### src/rtl/eu_mdu_arbiter.sv
// eu_mdu_arbiter: shares one multi-cycle multiply/divide unit between the two
// execution-unit ways. Round-robin grant, operand latch, start/done sequencing,
// a watchdog on hung operations, and a held writeback result.
module eu_mdu_arbiter #(
    parameter int MAX_CYCLES = 72,
    parameter int CNT_W      = $clog2(MAX_CYCLES + 1)
) (
    input  logic        clk,
    input  logic        reset,
    input  logic        flush_i,

    input  logic        way0_req_i,
    input  logic [3:0]  way0_op_i,
    input  logic [63:0] way0_rs1_i,
    input  logic [63:0] way0_rs2_i,
    input  logic [4:0]  way0_rdAddr_i,
    input  logic [1:0]  way0_pID_i,
    output logic        way0_stall_o,

    input  logic        way1_req_i,
    input  logic [3:0]  way1_op_i,
    input  logic [63:0] way1_rs1_i,
    input  logic [63:0] way1_rs2_i,
    input  logic [4:0]  way1_rdAddr_i,
    input  logic [1:0]  way1_pID_i,
    output logic        way1_stall_o,

    output logic        mdu_start_o,
    output logic [3:0]  mdu_op_o,
    output logic [63:0] mdu_rs1_o,
    output logic [63:0] mdu_rs2_o,
    input  logic        mdu_done_i,
    input  logic [63:0] mdu_result_i,
    output logic        mdu_flush_o,

    output logic        wb_valid_o,
    output logic        wb_way_o,
    output logic [4:0]  wb_rdAddr_o,
    output logic [1:0]  wb_pID_o,
    output logic [63:0] wb_data_o,
    output logic        wb_err_o,
    input  logic        wb_ready_i,

    output logic        timeout_o
);

    typedef enum logic [1:0] {IDLE, START, WAIT, RESP} state_t;

    state_t             state, state_nxt;
    logic               rr;        // 0: way0 wins a tie, 1: way1 wins
    logic [1:0]         mask;      // one-cycle cooldown after a handshake
    logic [CNT_W-1:0]   cnt;

    logic               elig0, elig1;
    logic               grant_vld, grant_way;
    logic               done_hit, wd_fire, handshake;

    assign elig0     = way0_req_i & ~mask[0];
    assign elig1     = way1_req_i & ~mask[1];
    assign grant_vld = (state == IDLE) & (elig0 | elig1) & ~flush_i;
    assign grant_way = (elig0 & elig1) ? rr : elig1;
    assign done_hit  = (state == WAIT) & mdu_done_i;
    // done has priority over the watchdog when both land together
    assign wd_fire   = (state == WAIT) & ~mdu_done_i & (cnt == CNT_W'(MAX_CYCLES - 1));
    assign handshake = (state == RESP) & wb_ready_i;

    // State register
    always_ff @(posedge clk) begin
        if (reset) state <= IDLE;
        else       state <= state_nxt;
    end

    // Next-state logic; flush overrides every transition
    always_comb begin
        state_nxt = state;
        case (state)
            IDLE:  if (grant_vld)            state_nxt = START;
            START:                           state_nxt = WAIT;
            WAIT:  if (done_hit || wd_fire)  state_nxt = RESP;
            RESP:  if (handshake)            state_nxt = IDLE;
            default:                         state_nxt = IDLE;
        endcase
        if (flush_i) state_nxt = IDLE;
    end

    // Combinational outputs: pulses, writeback valid and way stalls
    always_comb begin
        mdu_start_o  = (state == START);
        timeout_o    = wd_fire & ~flush_i;
        mdu_flush_o  = (flush_i & ((state == START) | (state == WAIT))) | (wd_fire & ~flush_i);
        wb_valid_o   = (state == RESP) & ~flush_i;
        way0_stall_o = way0_req_i & ~(handshake & (wb_way_o == 1'b0));
        way1_stall_o = way1_req_i & ~(handshake & (wb_way_o == 1'b1));
    end

    // Datapath: grant latch, round-robin pointer, watchdog counter, result capture
    always_ff @(posedge clk) begin
        if (reset) begin
            rr          <= 1'b0;
            mask        <= 2'b00;
            cnt         <= '0;
            mdu_op_o    <= '0;
            mdu_rs1_o   <= '0;
            mdu_rs2_o   <= '0;
            wb_way_o    <= 1'b0;
            wb_rdAddr_o <= '0;
            wb_pID_o    <= '0;
            wb_data_o   <= '0;
            wb_err_o    <= 1'b0;
        end else begin
            if (grant_vld) begin
                rr          <= ~grant_way;
                wb_way_o    <= grant_way;
                mdu_op_o    <= grant_way ? way1_op_i     : way0_op_i;
                mdu_rs1_o   <= grant_way ? way1_rs1_i    : way0_rs1_i;
                mdu_rs2_o   <= grant_way ? way1_rs2_i    : way0_rs2_i;
                wb_rdAddr_o <= grant_way ? way1_rdAddr_i : way0_rdAddr_i;
                wb_pID_o    <= grant_way ? way1_pID_i    : way0_pID_i;
            end

            if (state == START)     cnt <= '0;
            else if (state == WAIT) cnt <= cnt + 1'b1;

            if (done_hit) begin
                wb_data_o <= mdu_result_i;
                wb_err_o  <= 1'b0;
            end else if (wd_fire) begin
                wb_data_o <= '0;
                wb_err_o  <= 1'b1;
            end

            // The served way's request is stale for one cycle after its
            // handshake because the EU register's ready is registered.
            mask <= 2'b00;
            if (handshake && !flush_i) mask[wb_way_o] <= 1'b1;
        end
    end

endmodule

### config.mk
export PLATFORM = sky130hd
export DESIGN_NAME = eu_mdu_arbiter
export DESIGN_NICKNAME = d
export VERILOG_FILES = /design/src/rtl/eu_mdu_arbiter.sv
export SDC_FILE = /design/constraint.sdc
export NUM_CORES = 1
export LEC_CHECK = 0
export CAP_MARGIN = 0
export CORE_AREA = 2 2 218 220
export DETAILED_ROUTE_END_ITERATION = 10
export DIE_AREA = 0 0 220 222
export GPL_ROUTABILITY_DRIVEN = 0
export GPL_TIMING_DRIVEN = 0
export MAX_ROUTING_LAYER = met4
export PLACE_DENSITY_LB_ADDON = 0.25
export SYNTH_ARGS = -nofsm -noshare
export SYNTH_HDL_FRONTEND = slang
export SYNTH_SLANG_ARGS = --single-unit
### constraint.sdc
create_clock -name clk -period 2.5 [get_ports clk]
set_input_delay 0.75 -clock clk [delete_from_list [all_inputs] [get_ports clk]]
set_output_delay 0.75 -clock clk [all_outputs]
set_load 0.03 [all_outputs]
==> results.md <==
- Outcome: finished, violations left
- Failing checks: setup timing
- Nets: between 1500 and 2000
- Largest area contributor in the netlist: dfxtp_1
- Vias per std cell: about 4.2
- Final Max Slew Viols: 0
- Unrepaired setup endpoints after global routing: true
- DR iter-0 viols: roughly 460
- CTS tree: done
- Die Area: ~50000 sq um
- Area grow syn2layout: 90.9%
- Num rows: 79
- Largest net degree at the start of global routing: 14
- Worst-Margin Slew: between 0.7 and 0.8 ns
- Layout Utilization: 0.337
- CP bufs+invs: 3
- Depth of the CTS H-tree: 1
- Startpoint types: flop
- Hold Vio Cnt, Final: 0
- Worst path slowest cell: dfxtp_2
- Clock buffer depth: 3
- Post-DP HPWL: 30500 um
- Fraction of registers with async set/reset: 0
- EDFF count, synth: 0
- CP Capture Type: primary output
- Top_reg_cell synth: dfxtp_1
- Tcrit/Tclk final: 1.03
- Final wirelength: 38300 um
- Critical path class: reg -> out
- Initial antenna violation count: 0
- Max Fclk: 387 MHz
- Total grt overflow: 0
- Peak VDD IR: between 0.0004 and 0.0005 V
- Clock transition at the registers of the reported paths: roughly 0.060 ns
- Post-Synthesis Cells: 762
- Worst-path cell chain: inv_2 -> ha_4 -> buf_6 -> and3_4 -> nand3_4 -> nor2_4 -> a21o_4 -> buf_6
- HP Class: reg -> reg
- Starting Density: 0.177
- Non-Filler Instances: roughly 2000
- P per Cell Area: 622 nW/um^2
- Vias in the first global route: around 8600
- GRT Util Overall: 0.152
- Mapped Nets: 1117
- Post-Place Cells: between 1500 and 2000
- Largest cells by area after synthesis: dfxtp_1 53%, a221o_1 17%, and2_1 11%
- Synth warnings: 0
- Share of post-route cells with drive strength above 1: 0.0930
- Final Power: between 0.009 and 0.01 W
- First-pass GRT wire length: between 50000 and 60000 um
- Clock Tree Root: clkbuf_16
- Fin Clk Skew: approximately 0.012 ns
- CTS buffer count: 28
- Most frequent cell on the critical path: buf_6
- Clock sinks: between 200 and 250
- DRC: 0
- Core area: about 46000 sq um
- Post-synthesis register bit count: 217
- Synth top area share: 0.532
- Crit-path max FO: 5
- Synthesized area per cell: ~11 sq um
- Worst Path Required: ~1.8 ns
- Die X: around 220 um
- CP delay by family, top: simple AND/OR/NAND/NOR gates
- Sequential area share after synthesis: 0.532
- Ports: 560
- DRT Pass-1 Iters: 5
- Leakage: approximately 5.9 nW
- Die height: between 200 and 250 um
- Ant diodes: 0
- CP arrival: 1.83 ns
- Final setup vio count: 2
- Number of routed nets with antenna violations: 0
- Commonest non-fill, non-tap cell in the layout: clkdlybuf4s50_1
- Post-route setup slack: -0.0822 ns
- Via Count: around 8400
- Max Cap Viol: 0
- I/O Buffers: ~560
- Hold buffers post-CTS: 0
- WL/cell: between 15 and 20 um
- Post-layout min period: ~2.6 ns
- Synthesized cell area: just over 8000 sq um
- Slew margin rel.: 0.470
- Clk_lat worst skew: 0.54 ns
- Yosys cell types: 37
- Most frequent cells in the layout: 547 x clkdlybuf4s50_1, 215 x dfxtp_1, 141 x and2_1
- CP peak stage delay: 0.32 ns
## Yosys cell counts, types with 2 or more instances
cell type,number
and2_1,141
ha_1,6
a31oi_1,3
nor2_1,75
o21a_1,2
dfxtp_1,217
buf_2,51
nor2b_1,2
a21oi_1,2
nand2b_4,2
a22oi_1,64
nand4_1,2
nand2b_1,2
o21ai_0,2
clkbuf_1,18
inv_1,5
a221o_1,139
nand2_1,6
xor2_1,4
mux2i_1,2
## what timing repair did
action	4_1_cts	5_1_grt
pin swaps	1	2
setup endpoints to repair	15	13
buffers inserted	3	5
resized for setup	40	9
## cells by family after synthesis
family	Yosys count	synth area share
flip-flops	217	0.532
buffers and inverters	74	0.0418
AO/OA/AOI/OAI	219	0.248
multiplexers	2	0.00245
AND/OR/NAND/NOR	239	0.162
XOR/XNOR	5	0.00536
adder cells (fa/ha/maj)	6	0.00919
## through the flow
stage          setup TNS, ns  hold WS, ns  worst slack [ns]  instance area [sq um]
6_report              -0.122        0.483           -0.0822                  15600
5_1_grt               -0.271        0.497            -0.142                  15600
4_1_cts               -0.324        0.487            -0.184                  15500
3_5_place_dp          -74.70        0.471             -1.01                  14500
3_3_place_gp          -75.44        0.467            -0.998                  14500
2_1_floorplan              0        0.468            0.0898                   8190
## area by class of cell
| class | count | area (sq um) |
|---|---|---|
| buffer | 68 | 330 |
| clock buffer | 41 | 861 |
| clock inverter | 9 | 105 |
| fill | 4752 | 30700 |
| inverter | 5 | 18.8 |
| multi-input combinational | 471 | 3540 |
| sequential | 217 | 4350 |
| tap | 607 | 759 |
| timing repair buffer | 566 | 5630 |
## final timing paths
check | start | endpoint | slack (ns) | cells past startpoint
worst max-delay path | state[0] | mdu_flush_o | -0.08 | 8
worst min-delay path | mdu_rs2_o[20] | mdu_rs2_o[20] | 0.48 | 1
worst max register to register | state[1] | mdu_rs2_o[34] | 0.33 | 8
worst min register to register | mdu_rs2_o[20] | mdu_rs2_o[20] | 0.48 | 1
## registers in the layout, summed over array words and instances, names as in the netlist
register     count
wb_data_o       64
mdu_rs1_o       64
mdu_rs2_o       64
wb_rdAddr_o      5
wb_pID_o         2
mdu_op_o         4
wb_way_o         1
state            2
mask             2
rr               1
wb_err_o         1
cnt              7
## where the power goes
group	total (W)	internal (W)	leakage (nW)	switching [W]
clock	0.00417	0.00258	0.478	0.00160
sequential	0.00375	0.00365	1.77	0.000108
combinational	0.00177	0.000970	3.68	0.000804
## per-layer routing
layer  up-vias  GRT usage  wire [um]
li1       4047          -          -
met1      4023      0.181      16100
met2       292      0.258      18900
met3        50     0.0302       2410
met4         0     0.0405        808
met5         -          -          0
Power figures use the tool's default switching activity.
